--- src/rtl/sfx_pkg.sv ---
// sfx_pkg: shared channel indices, FSM state type and ms prescaler helper for sfx_player.
package sfx_pkg;
    localparam int CH_WHISTLE = 0;
    localparam int CH_HIT     = 1;
    localparam int CH_SCORE   = 2;
    localparam int CH_ENDGAME = 3;

    typedef enum logic {IDLE, PLAY} state_e;

    function automatic int ms_cycles(input int clk_hz);
        return clk_hz / 1000;
    endfunction
endpackage

--- src/rtl/sfx_tone_gen.sv ---
// sfx_tone_gen: square-wave divider; phase starts high on restart and is held low when half_period is 0.
module sfx_tone_gen #(
    parameter int TONE_W = 20
) (
    input  logic              clk,
    input  logic              rst,
    input  logic              restart,
    input  logic [TONE_W-1:0] half_period,
    output logic              phase
);
    logic [TONE_W-1:0] cnt_q, cnt_d;
    logic              phase_q, phase_d;

    always_comb begin
        cnt_d   = cnt_q + TONE_W'(1);
        phase_d = phase_q;
        if (restart || half_period == '0) begin
            cnt_d   = '0;
            phase_d = restart && half_period != '0;
        end else if (cnt_q == half_period - TONE_W'(1)) begin
            cnt_d   = '0;
            phase_d = ~phase_q;
        end
    end

    always_ff @(posedge clk) begin
        if (rst) begin
            cnt_q   <= '0;
            phase_q <= 1'b0;
        end else begin
            cnt_q   <= cnt_d;
            phase_q <= phase_d;
        end
    end

    assign phase = phase_q;
endmodule

--- src/rtl/sfx_player.sv ---
// sfx_player: priority/preempting square-wave sound player for PmodAMP2; SFX_DECAY_EN adds a PWM decay envelope.
module sfx_player
    import sfx_pkg::*;
#(
    parameter int CLK_HZ   = 100_000_000,
    parameter int N_CH     = 4,
    parameter int TONE_W   = 20,
    parameter int DUR_W    = 16,
    parameter int GAIN_HI  = 1,
    parameter int PWM_W    = 8,
    parameter int DECAY_MS = 4
) (
    input  logic                      clk,
    input  logic                      rst,
    input  logic [N_CH-1:0]           start,
    input  logic [N_CH*TONE_W-1:0]    half_period,
    input  logic [N_CH*DUR_W-1:0]     duration_ms,
    input  logic                      mute,
    output logic                      busy,
    output logic [$clog2(N_CH)-1:0]   active_ch,
    output logic                      done,
    output logic                      gain,
    output logic                      shut_down_n,
    output logic                      a_out
);
    localparam int CW  = $clog2(N_CH);
    localparam int MS  = ms_cycles(CLK_HZ);
    localparam int MSW = MS > 1 ? $clog2(MS) : 1;

    state_e            state_q, state_d;
    logic [CW-1:0]     ch_q, ch_d, cand;
    logic [TONE_W-1:0] hp_q, hp_d;
    logic [DUR_W-1:0]  dur_q, dur_d;
    logic [MSW-1:0]    ms_q, ms_d;
    logic              a_en_q, a_en_d;
    logic              cand_v, tick, expire, accept, phase;

    // Highest index wins; zero-duration requests never become candidates.
    always_comb begin
        cand_v = 1'b0;
        cand   = '0;
        for (int i = 0; i < N_CH; i++) begin
            if (start[i] && duration_ms[i*DUR_W +: DUR_W] != '0) begin
                cand_v = 1'b1;
                cand   = CW'(i);
            end
        end
    end

    assign tick   = state_q == PLAY && ms_q == MSW'(MS - 1);
    assign expire = tick && dur_q == DUR_W'(1);
    assign accept = cand_v && (state_q == IDLE || expire || cand > ch_q);

    always_comb begin
        state_d = state_q;
        ch_d    = ch_q;
        hp_d    = hp_q;
        dur_d   = dur_q;
        ms_d    = ms_q;
        if (accept) begin
            state_d = PLAY;
            ch_d    = cand;
            hp_d    = half_period[int'(cand)*TONE_W +: TONE_W];
            dur_d   = duration_ms[int'(cand)*DUR_W +: DUR_W];
            ms_d    = '0;
        end else if (state_q == PLAY) begin
            ms_d    = tick ? '0 : ms_q + MSW'(1);
            dur_d   = tick ? dur_q - DUR_W'(1) : dur_q;
            state_d = expire ? IDLE : PLAY;
        end
        a_en_d = state_d == PLAY && !mute;
    end

    always_ff @(posedge clk) begin
        if (rst) begin
            state_q <= IDLE;
            ch_q    <= '0;
            hp_q    <= '0;
            dur_q   <= '0;
            ms_q    <= '0;
            a_en_q  <= 1'b0;
        end else begin
            state_q <= state_d;
            ch_q    <= ch_d;
            hp_q    <= hp_d;
            dur_q   <= dur_d;
            ms_q    <= ms_d;
            a_en_q  <= a_en_d;
        end
    end

    sfx_tone_gen #(.TONE_W(TONE_W)) u_tone (
        .clk        (clk),
        .rst        (rst),
        .restart    (accept),
        .half_period(hp_d),
        .phase      (phase)
    );

`ifdef SFX_DECAY_EN
    localparam int DCW = DECAY_MS > 1 ? $clog2(DECAY_MS) : 1;
    logic [PWM_W-1:0] lvl_q, lvl_d, pwm_q;
    logic [DCW-1:0]   dec_q, dec_d;
    logic             step;

    assign step = tick && dec_q == DCW'(DECAY_MS - 1);

    always_comb begin
        lvl_d = lvl_q;
        dec_d = dec_q;
        if (accept) begin
            lvl_d = '1;
            dec_d = '0;
        end else if (tick) begin
            dec_d = step ? '0 : dec_q + DCW'(1);
            lvl_d = step && lvl_q != '0 ? lvl_q - PWM_W'(1) : lvl_q;
        end
    end

    always_ff @(posedge clk) begin
        if (rst) begin
            lvl_q <= '0;
            dec_q <= '0;
            pwm_q <= '0;
        end else begin
            lvl_q <= lvl_d;
            dec_q <= dec_d;
            pwm_q <= pwm_q + PWM_W'(1);
        end
    end

    assign a_out = a_en_q & phase & (pwm_q < lvl_q);
`else
    assign a_out = a_en_q & phase;
`endif

    assign busy        = state_q == PLAY;
    assign shut_down_n = state_q == PLAY;
    assign active_ch   = ch_q;
    assign done        = expire;
    assign gain        = 1'(GAIN_HI);
endmodule

--- config.mk ---
export PLATFORM = sky130hd
export DESIGN_NAME = sfx_player
export DESIGN_NICKNAME = d
export VERILOG_FILES = /design/src/rtl/sfx_pkg.sv /design/src/rtl/sfx_tone_gen.sv /design/src/rtl/sfx_player.sv
export SDC_FILE = /design/constraint.sdc
export NUM_CORES = 1
export LEC_CHECK = 0
export ABC_CLOCK_PERIOD_IN_PS = 8000
export CAP_MARGIN = 20
export CORE_MARGIN = 2
export CORE_UTILIZATION = 53
export DETAILED_ROUTE_END_ITERATION = 7
export PLACE_DENSITY = 0.88
export SYNTH_ARGS = -nofsm -noshare
export SYNTH_HDL_FRONTEND = slang
export SYNTH_SLANG_ARGS = --single-unit
export TNS_END_PERCENT = 30
--- constraint.sdc ---
create_clock -name clk -period 8 [get_ports clk]
set_clock_uncertainty 0.2 [all_clocks]
set_input_delay 0.8 -clock clk [delete_from_list [all_inputs] [get_ports clk]]
set_output_delay 0.8 -clock clk [all_outputs]
set_load 0.1 [all_outputs]
==> results_tabular.tex, run 1 <==
\begin{tabular}{lr}
\hline
Metric & Value \\
\hline
\multicolumn{2}{l}{\textbf{Finish}} \\
\quad Post-layout nets & approximately 1,000 \\
\quad Final standard cell utilization of the core & roughly 71\% \\
\quad Final Cell Area & 7670 sq um \\
\quad Share of post-route cells with drive strength above 1 & roughly 8.6\% \\
\quad \# fillers & between 800 and 900 \\
\quad Layout overhead on the synthesized area & 32.2\% \\
\quad Antenna cell count & 0 \\
\multicolumn{2}{l}{\textbf{Critical path}} \\
\quad Worst r2r path cells & 13 \\
\quad Type of the worst setup path & in -> reg \\
\quad Launching element of the worst setup path & duration\_ms[54] \\
\quad Data required time at the worst endpoint & approximately 8.0 ns \\
\quad Kind of capture point of the worst setup path & register \\
\quad Critical Path Fanout Max & 20 \\
\quad CP Data Arrival Time & 6.44 ns \\
\quad CP Launch Type & primary input \\
\quad Reg2reg start & busy \\
\multicolumn{2}{l}{\textbf{Timing}} \\
\quad Setup violations, final & 0 \\
\quad Worst Hold Slack & 0.317 ns \\
\quad Fin crit period & 6.44 ns \\
\quad Setup TNS & 0 ns \\
\quad RSZ-0062 raised after global routing & false \\
\quad Transition at the pin with the smallest max-transition slack & between 1 and 1.5 ns \\
\quad Slew Limit Headroom & about 30\% \\
\quad Number of pins with negative max-slew slack in the final report & 0 \\
\quad Final hold violation count & 0 \\
\quad Peak clock frequency supported by timing & approximately 160 MHz \\
\quad Ratio of final minimum period to clock period & 80.5\% \\
\multicolumn{2}{l}{\textbf{Placed design}} \\
\quad HPWL after detailed placement & approximately 15 mm \\
\quad Area after detailed placement & about 7400 sq um \\
\quad Final weighted congestion of routability-driven global placement & approximately 1.1 \\
\quad I/O Buffers & around 160 \\
\multicolumn{2}{l}{\textbf{Clock tree}} \\
\quad Hold-fix buffers at CTS & 0 \\
\quad Clock latency of the later-clocked register in the worst-skew pair & between 0.3 and 0.4 ns \\
\quad Number of buffers inserted by post-CTS setup repair & 0 \\
\quad Resize count post-CTS & 0 \\
\quad H-tree lvl count & 3 \\
\quad Number of buffers between clock root and the deepest sink & 2 \\
\quad Root Buffer Master & clkbuf\_8 \\
\quad Cts bufs inserted & 9 \\
\quad Clock slew seen by the registers of the worst setup and hold paths & around 0.080 ns \\
\quad TritonCTS clock tree & built \\
\quad Number of sinks handled by clock tree synthesis & between 70 and 80 \\
\multicolumn{2}{l}{\textbf{Status}} \\
\quad Result of the run & finished clean \\
\multicolumn{2}{l}{\textbf{Power}} \\
\quad Static leakage & $\sim$2.7 nW \\
\quad Net switching power & 0.411 mW \\
\quad Net Sw Frac & between 30\% and 40\% \\
\quad Internal power contribution & between 0.7 and 0.8 mW \\
\quad Part of the power in registers & a little under two fifths \\
\quad P per Cell Area & 151 nW/um\^{}2 \\
\quad Fraction of power consumed by combinational cells & around 36\% \\
\quad Worst vdd ir & around 0.13 mV \\
\quad Part of the power in the clock network & 26.1\% \\
\multicolumn{2}{l}{\textbf{Route}} \\
\quad Residual DRC & 0 \\
\quad Total routed wirelength & 19.9 mm \\
\quad DRT Pass-1 Iters & 7 \\
\quad Total via count after detailed routing & roughly 6,400 \\
\quad Post-DR vias/cell & between 6 and 7 \\
\quad DRC violation total after the first TritonRoute iteration & roughly 640 \\
\quad Detailed-route wire length per cell & between 15 and 20 um \\
\quad Antenna-violating nets left & 0 \\
\multicolumn{2}{l}{\textbf{GRT}} \\
\quad Met2 usage & around three fifths \\
\quad Pin count of the biggest net entering global routing & just under 50 \\
\quad Overflow left after global routing & 0 \\
\quad Global-route wire length before repair & 31.2 mm \\
\quad Via count of the first global-routing pass & approximately 6,200 \\
\quad Busiest layer in global routing & met2 \\
\quad GR met3 Demand/Resource & a little under a tenth \\
\quad GRT Util Overall & roughly a third \\
\quad GR Layer Usage met1 & about 37\% \\
\quad Initial antenna violation count & 0 \\
\multicolumn{2}{l}{\textbf{Floorplanning}} \\
\quad Die boundary height & about 110 um \\
\quad Total Die Area & 11,800 sq um \\
\quad Die width & approximately 110 um \\
\quad Ports placed on the boundary & between 150 and 200 \\
\quad Initial Util & a little over half \\
\quad Number of core rows & 38 \\
\quad Core area & 10,700 sq um \\
\multicolumn{2}{l}{\textbf{Run}} \\
\quad Maximum Capacitance Violations & 0 \\
\multicolumn{2}{l}{\textbf{Logic synthesis}} \\
\quad Post-Synthesis Cells & 732 \\
\quad Flops \& latches, synth & 78 \\
\quad Number of synthesized flops with an enable pin & 0 \\
\quad Most instantiated flip-flop cell in the synthesis netlist & dfxtp\_1 \\
\quad Yosys warning count & 0 \\
\quad Average footprint of a synthesized cell & 7.92 sq um \\
\quad Post-synthesis net count & 890 \\
\quad Synthesized area & 5800 sq um \\
\quad Proportion of synthesized chip area in sequential cells & around 27\% \\
\quad FFs w/ async S/R, synth & 0\% \\
\quad Number of distinct library cell variants in the gate-level netlist after synthesis & between 70 and 80 \\
\multicolumn{2}{l}{\textbf{Worst hold path}} \\
\quad Count of cells along the worst hold path & 2 \\
\quad Worst min-delay path category & reg -> reg \\
\quad Hold path startpoint & hp\_q[14] \\
\hline
\end{tabular}
[power by group through the flow]
stage | Combinational [mW] | Clock [mW] | Sequential, mW
finish | 0.421 | 0.302 | 0.436
detailed placement | 0.406 | 0 | 0.444
global route | 0.449 | 0.319 | 0.439
global placement | 0.391 | 0 | 0.443
floorplan | 0.248 | 0 | 0.449
CTS | 0.410 | 0.303 | 0.436
[placed cells by master, fill, tap and decap left out, drive strengths merged, types with 4 or more instances in the layout]
| cell type | count |
|---|---|
| a211oi | 32 |
| mux2i | 22 |
| o21ai | 24 |
| o22ai | 12 |
| a311oi | 14 |
| xnor2 | 40 |
| clkdlybuf4s50 | 156 |
| or4 | 11 |
| nand3b | 4 |
| ha | 7 |
| a21oi | 20 |
| clkbuf | 10 |
| nor2 | 92 |
| xor2 | 32 |
| inv | 16 |
| nand4 | 13 |
| and3 | 13 |
| a22oi | 4 |
| or3 | 4 |
| nand2b | 5 |
| nand3 | 30 |
| and2 | 5 |
| nand2 | 81 |
| nor2b | 6 |
| nor4 | 18 |
| o211ai | 14 |
| dfxtp | 78 |
| and4 | 7 |
| a31oi | 7 |
| nor3 | 34 |
| buf | 11 |
[state kept, by name, indices dropped and copies added (netlist names)]
register,count
u_tone.cnt_q,20
dur_q,16
ms_q,17
hp_q,20
a_en_q,1
busy,1
active_ch,2
u_tone.phase,1
[cells in the mapped netlist, types with 3 or more instances]
cell | number | area (sq um)
a41oi_1 | 3 | 26.3
nand2_1 | 81 | 304
mux2i_4 | 4 | 90.1
o211ai_1 | 14 | 105
o41a_1 | 3 | 33.8
o21ai_0 | 22 | 110
or3_1 | 4 | 25.0
a311oi_1 | 14 | 123
nand3_1 | 29 | 145
xnor2_1 | 40 | 350
a211oi_1 | 32 | 240
buf_6 | 4 | 45.0
nor4_1 | 16 | 100
xor2_1 | 31 | 272
nand2b_1 | 5 | 31.3
nor4b_1 | 3 | 26.3
clkbuf_1 | 32 | 120
and4_1 | 7 | 61.3
nor3_1 | 12 | 60.1
a31oi_1 | 7 | 43.8
nand3b_1 | 4 | 30.0
inv_1 | 15 | 56.3
and3_1 | 12 | 75.1
and2_1 | 4 | 25.0
dfxtp_1 | 78 | 1560
nor2_1 | 92 | 345
nor2b_1 | 6 | 37.5
a22oi_1 | 4 | 30.0
a222oi_1 | 3 | 30.0
or4_1 | 10 | 75.1
nand4_1 | 13 | 81.3
ha_1 | 7 | 87.6
a21oi_1 | 20 | 100
o22ai_1 | 9 | 56.3
mux2i_1 | 16 | 160
o311a_1 | 3 | 30.0
buf_1 | 4 | 15.0
nor3_2 | 22 | 220
[final cells by class]
type / count / area (sq um) / area share (%)
multi-input combinational: 595 / 4010 / 52.3
clock inverter: 6 / 71.3 / 0.930
tap: 140 / 175 / 2.28
timing repair buffer: 167 / 1660 / 21.7
inverter: 15 / 56.3 / 0.734
clock buffer: 10 / 128 / 1.66
sequential: 78 / 1560 / 20.4
[path summary, 6_finish.rpt]
path | endpoint | slack [ns]
max | u_tone.cnt_q[6] | 1.56
min | hp_q[14] | 0.32
min reg2reg | hp_q[14] | 0.32
max reg2reg | u_tone.cnt_q[6] | 2.53
[critical path, cell delays in order]
cell	delay, ns
clkdlybuf4s50_1	0.46
or4_4	0.59
o41a_2	0.52
a21oi_1	0.42
ha_1	0.33
nand2_1	0.06
o21ai_0	0.09
and2_1	0.24
a21boi_4	0.48
mux2i_4	0.40
ha_1	0.34
o2111ai_2	0.23
nor3_2	0.31
and3_1	0.21
a2bb2oi_1	0.18
and4_1	0.25
and3_4	0.42
nor3_2	0.09
[metal layers]
metal | part of all wire [%] | routed length (um)
met2 | 49 | 9730
met3 | 8.9 | 1760
met5 | 0 | 0
met1 | 38 | 7480
met4 | 4.5 | 885
[stage by stage]
| step | setup slack, ns | total power [mW] | cells |
|---|---|---|---|
| final | 1.56 | 1.16 | 1011 |
| after global routing | 1.28 | 1.21 | 1011 |
| after CTS | 1.65 | 1.15 | 1010 |
| after detailed placement | 1.30 | 0.850 | 994 |
| after global placement | 1.47 | 0.835 | 994 |
| after floorplan | 2.44 | 0.697 | 732 |
[logic make-up after synthesis]
family          synth area share (%)
buf+inv                         4.51
other cells                   0.0646
flops                           26.9
xor+xnor                        11.0
simple gates                    30.1
mux                             5.18
compound gates                  20.7
fa+ha+maj                       1.51
Note: power is estimated with default switching activity, not from simulation.
==> run 2: changes to the inputs <==
--- a/config.mk
+++ b/config.mk
@@ -5,12 +5,12 @@
 export SDC_FILE = /design/constraint.sdc
 export NUM_CORES = 1
 export LEC_CHECK = 0
-export ABC_CLOCK_PERIOD_IN_PS = 8000
+export ABC_CLOCK_PERIOD_IN_PS = 6500
 export CAP_MARGIN = 20
 export CORE_MARGIN = 2
-export CORE_UTILIZATION = 53
+export CORE_UTILIZATION = 50
 export DETAILED_ROUTE_END_ITERATION = 7
-export PLACE_DENSITY = 0.88
+export PLACE_DENSITY = 0.83
 export SYNTH_ARGS = -nofsm -noshare
 export SYNTH_HDL_FRONTEND = slang
 export SYNTH_SLANG_ARGS = --single-unit
==> constraint.sdc (replaced) <==
create_clock -name clk -period 6.5 [get_ports clk]
set_clock_uncertainty 0.2 [all_clocks]
set_input_delay 0.65 -clock clk [delete_from_list [all_inputs] [get_ports clk]]
set_output_delay 0.65 -clock clk [all_outputs]
set_load 0.1 [all_outputs]
==> results_tabular.tex, run 2 (synthesis results as in run 1) <==
\begin{tabular}{lr}
\hline
Metric & Value \\
\hline
\multicolumn{2}{l}{\textbf{Clock tree}} \\
\quad Number of sinks handled by clock tree synthesis & 78 (unchanged) \\
\quad Hold-fix buffers at CTS & 0 (unchanged) \\
\quad H-tree lvl count & 3 (unchanged) \\
\quad Number of buffers between clock root and the deepest sink & 2 (unchanged) \\
\quad Cts bufs inserted & 9 (unchanged) \\
\quad Root Buffer Master & clkbuf\_16 \\
\quad Clock latency of the later-clocked register in the worst-skew pair & 0.34 ns (-0.02 ns) \\
\quad TritonCTS clock tree & built \\
\quad Number of buffers inserted by post-CTS setup repair & 0 (unchanged) \\
\quad Clock slew seen by the registers of the worst setup and hold paths & 0.06 ns (-0.02 ns) \\
\quad Resize count post-CTS & 0 (unchanged) \\
\multicolumn{2}{l}{\textbf{Worst hold path}} \\
\quad Count of cells along the worst hold path & 2 (unchanged) \\
\quad Worst min-delay path category & reg -> reg \\
\quad Hold path startpoint & dur\_q[4] \\
\quad Worst Hold Endpoint & dur\_q[4] \\
\multicolumn{2}{l}{\textbf{Critical path}} \\
\quad Data required time at the worst endpoint & 6.52 ns (-1.48 ns) \\
\quad Cell type with the highest occurrence count on the critical path & ha\_1 \\
\quad Kind of capture point of the worst setup path & register \\
\quad Setup slack, reg-to-reg & 1.16 ns (-1.37 ns) \\
\quad CP Launch Type & primary input \\
\quad Type of the worst setup path & in -> reg \\
\quad Launching element of the worst setup path & duration\_ms[58] \\
\quad Slowest library cell on the worst path & or4\_1 \\
\quad Sequence of cells on the critical path & clkdlybuf4s50\_1 > or4\_1 > o41a\_2 > a21oi\_1 > ha\_1 > nand2\_1 > o21ai\_0 > and2\_1 > a21boi\_4 > mux2i\_4 > ha\_1 > o2111ai\_2 > nor3\_2 > a31oi\_1 > nor4\_1 > and4\_1 > and3\_4 > nor3b\_2 \\
\quad Critical Path Fanout Max & 20 (unchanged) \\
\quad Reg2reg start & busy \\
\quad Worst r2r path cells & 13 (unchanged) \\
\quad Largest stage delay, worst path & 0.61 ns (+0.02 ns) \\
\quad Endpoint of the worst-slack reg-to-reg timing path & u\_tone.cnt\_q[1] \\
\quad CP Data Arrival Time & 6.09 ns (-0.35 ns) \\
\multicolumn{2}{l}{\textbf{Floorplanning}} \\
\quad Die boundary height & 112 um (+2.8\%) \\
\quad Initial Util & 51.0\% (-3.0 points) \\
\quad Total Die Area & 12,500 sq um (+5.8\%) \\
\quad Number of core rows & 39 (+2.6\%) \\
\quad Ports placed on the boundary & 158 (unchanged) \\
\quad Core area & 11,400 sq um (+5.8\%) \\
\quad Die width & 112 um (+2.8\%) \\
\multicolumn{2}{l}{\textbf{GRT}} \\
\quad Global-route wire length before repair & 32.5 mm (+4.4\%) \\
\quad Via count of the first global-routing pass & 6,257 (+0.85\%) \\
\quad Pin count of the biggest net entering global routing & 49 (unchanged) \\
\quad GRT Util Overall & 32.3\% (-1.3 points) \\
\quad Overflow left after global routing & 0 (unchanged) \\
\quad Initial antenna violation count & 0 (unchanged) \\
\multicolumn{2}{l}{\textbf{Route}} \\
\quad Antenna-violating nets left & 0 (unchanged) \\
\quad Total routed wirelength & 20.2 mm (+1.9\%) \\
\quad Detailed-route wire length per cell & 19.8 um (+0.86\%) \\
\quad DRC violation total after the first TritonRoute iteration & 568 (-11\%) \\
\quad Residual DRC & 0 (unchanged) \\
\quad Total via count after detailed routing & 6,302 (-0.91\%) \\
\quad Post-DR vias/cell & 6.17 (-1.9\%) \\
\quad DRT Pass-1 Iters & 5 (-2) \\
\multicolumn{2}{l}{\textbf{Timing}} \\
\quad Worst Hold Slack & 0.323 ns (+0.00604 ns) \\
\quad Slew Limit Headroom & 32.3\% (+1.9 points) \\
\quad Ratio of final minimum period to clock period & around 93\% \\
\quad Fin crit period & 6.07 ns \\
\quad Setup violations, final & 0 (unchanged) \\
\quad Transition at the pin with the smallest max-transition slack & 1.01 ns (-0.0299 ns) \\
\quad RSZ-0062 raised after global routing & false \\
\quad Number of pins with negative max-slew slack in the final report & 0 (unchanged) \\
\quad Final hold violation count & 0 (unchanged) \\
\quad Setup TNS & 0 ns (unchanged) \\
\quad Peak clock frequency supported by timing & 165 MHz \\
\multicolumn{2}{l}{\textbf{Placed design}} \\
\quad HPWL after detailed placement & 15.5 mm (+2.5\%) \\
\quad I/O Buffers & 156 (unchanged) \\
\quad Final weighted congestion of routability-driven global placement & 1.01 (-9.2\%) \\
\quad Number of placed cells counting well taps & 1,006 (+1.2\%) \\
\quad Area after detailed placement & 7510 sq um (+0.96\%) \\
\multicolumn{2}{l}{\textbf{Status}} \\
\quad Result of the run & finished clean \\
\multicolumn{2}{l}{\textbf{Finish}} \\
\quad Antenna cell count & 0 (unchanged) \\
\quad Share of post-route cells with drive strength above 1 & 9.45\% (+0.84 points) \\
\quad Most common cell after layout, fill and taps aside & clkdlybuf4s50\_1 \\
\quad Finished Layout Cells & 1,021 (+0.99\%) \\
\quad Post-layout nets & 1,032 (+0.78\%) \\
\quad Most frequent cells in the layout & clkdlybuf4s50\_1, nor2\_1, nand2\_1 \\
\quad Layout overhead on the synthesized area & 35.3\% \\
\quad Leading registers by flop count & hp\_q (20), u\_tone.cnt\_q (20), ms\_q (17) \\
\quad Final Cell Area & 7850 sq um (+2.4\%) \\
\multicolumn{2}{l}{\textbf{Power}} \\
\quad Worst vdd ir & 0.220 mV (+67\%) \\
\quad Static leakage & 2.75 nW (+3.7\%) \\
\quad P per Cell Area & 208 nW/um\^{}2 (+38\%) \\
\multicolumn{2}{l}{\textbf{Run}} \\
\quad Maximum Capacitance Violations & 0 (unchanged) \\
\hline
\end{tabular}
## run 2: cell types whose count changed in the layout (fill, tap and decap cells not counted)
cell / previous run / this run
clkbuf_8: 9 / 0
clkinv_2: 0 / 1
buf_4: 10 / 19
clkbuf_16: 0 / 9
clkinv_4: 2 / 1
bufinv_16: 1 / 3
inv_6: 1 / 0
clkbuf_1: 1 / 0
clkinvlp_4: 2 / 1
buf_16: 1 / 0
## run 2: worst max-delay path by stage
stage	slack [ns]	to
after floorplan	1.09	u_tone.cnt_q[11]
after global placement	0.35	u_tone.cnt_q[1]
after detailed placement	0.15	u_tone.cnt_q[1]
after CTS	0.47	u_tone.cnt_q[1]
after global routing	0.16	u_tone.cnt_q[1]
final	0.43	u_tone.cnt_q[1]
## run 2: layout make-up
class / count / area [sq um]
clock buffers: 9 / 225
clock inverters: 6 / 111
fillers: 941 / 3520
inverters: 15 / 56.3
multi-input cells: 595 / 4010
flip-flops and latches: 78 / 1560
well taps: 143 / 179
repair buffers: 175 / 1700
## run 2: layer usage
layer	track usage (%)	share of wire (%)
met5	0	0
met4	10.8	3.0
met3	7.62	7.3
met2	55.6	49
met1	39.9	41
## run 2: power by group
| part | total [mW] | switching [mW] | internal [mW] | leakage [nW] |
|---|---|---|---|---|
| Sequential | 0.538 | 0.0282 | 0.510 | 0.639 |
| Combinational | 0.520 | 0.282 | 0.239 | 1.95 |
| Clock | 0.575 | 0.202 | 0.373 | 0.161 |
## run 2: through the flow
step | utilization [%] | power, mW | worst slack (ns)
6_report | 69.0 | 1.63 | 0.427
5_1_grt | 69.0 | 1.70 | 0.164
3_3_place_gp | 66.1 | 1.05 | 0.346
2_1_floorplan | - | 0.858 | 1.09
3_5_place_dp | 66.1 | 1.06 | 0.153
4_1_cts | 69.0 | 1.63 | 0.467
## run 2: critical path: cells and delay by family
kind            cells  cell delay, ns
compound gates      6            1.67
fa+ha+maj           2            0.65
buf+inv             1            0.42
mux                 1            0.39
simple gates        8            2.30
==> run 3: changes to the inputs <==
--- a/config.mk
+++ b/config.mk
@@ -11,6 +11,8 @@
 export CORE_UTILIZATION = 50
 export DETAILED_ROUTE_END_ITERATION = 7
 export PLACE_DENSITY = 0.83
+export REMOVE_ABC_BUFFERS = 1
+export SLEW_MARGIN = 10
 export SYNTH_ARGS = -nofsm -noshare
 export SYNTH_HDL_FRONTEND = slang
 export SYNTH_SLANG_ARGS = --single-unit
==> results_tabular.tex, run 3 (synthesis results as in run 1) <==
\begin{tabular}{lr}
\hline
Metric & Value \\
\hline
\multicolumn{2}{l}{\textbf{Route}} \\
\quad DRC violation total after the first TritonRoute iteration & 577 (+1.6\%) \\
\quad Total via count after detailed routing & 6,289 (-0.21\%) \\
\quad Total routed wirelength & 19.4 mm (-3.9\%) \\
\quad Residual DRC & 0 (unchanged) \\
\quad Antenna-violating nets left & 0 (unchanged) \\
\quad DRT Pass-1 Iters & 5 (unchanged) \\
\quad Post-DR vias/cell & 6.15 (-0.40\%) \\
\quad Detailed-route wire length per cell & 19.0 um (-4.1\%) \\
\multicolumn{2}{l}{\textbf{Placed design}} \\
\quad Number of placed cells counting well taps & 1,007 (+0.099\%) \\
\quad Final weighted congestion of routability-driven global placement & 0.985 (-2.2\%) \\
\quad HPWL after detailed placement & 15.0 mm (-3.1\%) \\
\quad Area after detailed placement & 7520 sq um (about the same) \\
\quad I/O Buffers & 156 (unchanged) \\
\multicolumn{2}{l}{\textbf{Critical path}} \\
\quad Endpoint of the worst-slack reg-to-reg timing path & u\_tone.cnt\_q[1] \\
\quad Launching element of the worst setup path & duration\_ms[45] \\
\quad CP Launch Type & primary input \\
\quad CP Data Arrival Time & 5.89 ns (-0.20 ns) \\
\quad CP Capture Point & u\_tone.cnt\_q[1] \\
\quad Type of the worst setup path & in -> reg \\
\quad Kind of capture point of the worst setup path & register \\
\quad Reg2reg start & ms\_q[11] \\
\quad Setup slack, reg-to-reg & 1.59 ns (+0.43 ns) \\
\quad Worst r2r path cells & 13 (unchanged) \\
\quad Critical Path Fanout Max & 20 (unchanged) \\
\quad Data required time at the worst endpoint & 6.52 ns (about the same) \\
\multicolumn{2}{l}{\textbf{Clock tree}} \\
\quad Hold-fix buffers at CTS & 0 (unchanged) \\
\quad Clock latency of the later-clocked register in the worst-skew pair & 0.35 ns (about the same) \\
\quad Cts bufs inserted & 9 (unchanged) \\
\quad Root Buffer Master & clkbuf\_16 \\
\quad Number of buffers between clock root and the deepest sink & 2 (unchanged) \\
\quad Number of buffers inserted by post-CTS setup repair & 0 (unchanged) \\
\quad H-tree lvl count & 3 (unchanged) \\
\quad TritonCTS clock tree & built \\
\quad Resize count post-CTS & 0 (unchanged) \\
\quad Number of sinks handled by clock tree synthesis & 78 (unchanged) \\
\quad Clock slew seen by the registers of the worst setup and hold paths & 0.06 ns (about the same) \\
\multicolumn{2}{l}{\textbf{Timing}} \\
\quad Setup violations, final & 0 (unchanged) \\
\quad Worst Hold Slack & 0.299 ns (-0.0247 ns) \\
\quad Fin crit period & 5.87 ns (-0.203 ns) \\
\quad Slew Limit Headroom & 34.9\% (+2.6 points) \\
\quad Final hold violation count & 0 (unchanged) \\
\quad Ratio of final minimum period to clock period & 90.3\% (-3.1 points) \\
\quad Peak clock frequency supported by timing & 170 MHz (+3.5\%) \\
\quad RSZ-0062 raised after global routing & false \\
\quad Transition at the pin with the smallest max-transition slack & 0.973 ns (-0.0388 ns) \\
\quad Number of pins with negative max-slew slack in the final report & 0 (unchanged) \\
\multicolumn{2}{l}{\textbf{Finish}} \\
\quad Layout overhead on the synthesized area & 34.5\% \\
\quad Share of post-route cells with drive strength above 1 & 9.43\% (-0.021 points) \\
\quad Most frequent cells in the layout & clkdlybuf4s50\_1, nor2\_1, nand2\_1 \\
\quad Antenna cell count & 0 (unchanged) \\
\quad Most common cell after layout, fill and taps aside & clkdlybuf4s50\_1 \\
\quad Final Cell Area & 7800 sq um (-0.64\%) \\
\quad Post-layout nets & 1,033 (+0.097\%) \\
\quad Leading registers by flop count & hp\_q (20), u\_tone.cnt\_q (20), ms\_q (17) \\
\quad Finished Layout Cells & 1,023 (+0.20\%) \\
\multicolumn{2}{l}{\textbf{Worst hold path}} \\
\quad Worst min-delay path category & reg -> reg \\
\quad Hold path startpoint & hp\_q[14] \\
\multicolumn{2}{l}{\textbf{Floorplanning}} \\
\quad Ports placed on the boundary & 158 (unchanged) \\
\quad Core area & 11,400 sq um (unchanged) \\
\quad Die width & 112 um (unchanged) \\
\quad Die boundary height & 112 um (unchanged) \\
\quad Initial Util & 51.0\% (unchanged) \\
\quad Total Die Area & 12,500 sq um (unchanged) \\
\quad Number of core rows & 39 (unchanged) \\
\multicolumn{2}{l}{\textbf{Status}} \\
\quad Result of the run & finished clean \\
\multicolumn{2}{l}{\textbf{GRT}} \\
\quad Initial antenna violation count & 0 (unchanged) \\
\quad Via count of the first global-routing pass & 6,226 (-0.50\%) \\
\quad GRT Util Overall & 30.9\% (-1.4 points) \\
\quad GR met3 Demand/Resource & 6.75\% (-0.87 points) \\
\quad Met2 usage & 52.6\% (-3.0 points) \\
\quad Pin count of the biggest net entering global routing & 49 (unchanged) \\
\quad Global-route wire length before repair & 31.5 mm (-3.3\%) \\
\quad Busiest layer in global routing & met2 \\
\quad Overflow left after global routing & 0 (unchanged) \\
\quad GR Layer Usage met1 & 38.2\% (-1.6 points) \\
\multicolumn{2}{l}{\textbf{Power}} \\
\quad Static leakage & 2.74 nW (-0.58\%) \\
\quad P per Cell Area & 196 nW/um\^{}2 (-6.0\%) \\
\quad Worst vdd ir & 0.194 mV (-12\%) \\
\multicolumn{2}{l}{\textbf{Run}} \\
\quad Maximum Capacitance Violations & 0 (unchanged) \\
\hline
\end{tabular}
-- run 3: through the flow --
step,util [%],setup slack [ns],total power [mW],setup TNS [ns]
2_1_floorplan,-,-4.62,0.845,-248.91
3_3_place_gp,66.1,0.382,1.04,0
3_5_place_dp,66.1,0.333,1.05,0
4_1_cts,68.6,0.663,1.52,0
5_1_grt,68.6,0.250,1.60,0
6_report,68.6,0.630,1.53,0
-- run 3: worst min path at each step --
stage                    end  slack, ns  depth (start not counted)
finish              hp_q[14]       0.30                          2
global placement    hp_q[14]       0.28                          2
floorplan           hp_q[14]       0.25                          2
global route        hp_q[14]       0.34                          2
CTS                 hp_q[14]       0.30                          2
detailed placement  hp_q[14]       0.29                          2
-- run 3: where the power goes --
group          switching (mW)  leakage [nW]  total (mW)  internal, mW
Sequential             0.0283         0.639       0.539         0.510
Combinational           0.276          1.96       0.513         0.237
Clock                   0.195         0.140       0.474         0.279
Total                   0.499          2.74        1.53          1.03
-- run 3: worst max-delay path, stage by stage --
cell,delay (ns)
clkdlybuf4s50_1,0.44
or4_1,0.56
o41ai_2,0.40
buf_4,0.29
nand2_1,0.11
ha_1,0.31
nor2b_1,0.12
o21ai_0,0.10
and2_1,0.24
a21boi_4,0.28
buf_4,0.37
mux2i_2,0.40
and3_1,0.30
and4_1,0.28
nand3_1,0.10
xnor2_1,0.18
and4_1,0.24
and3_4,0.42
nor3b_2,0.09
-- run 3: per-layer routing --
metal	up-vias	part of all wire [%]
met4	0	3.0
li1	2998	-
met5	-	0
met2	261	49
met3	47	6.7
met1	2983	42
-- run 3: final cells by class --
cell class,count,area (sq um)
Inverter,15,56.3
Sequential cell,78,1560
Tap cell,143,179
Fill cell,965,3570
Multi-Input combinational cell,595,4010
Timing Repair Buffer,176,1710
Clock buffer,13,260
Clock inverter,3,18.8
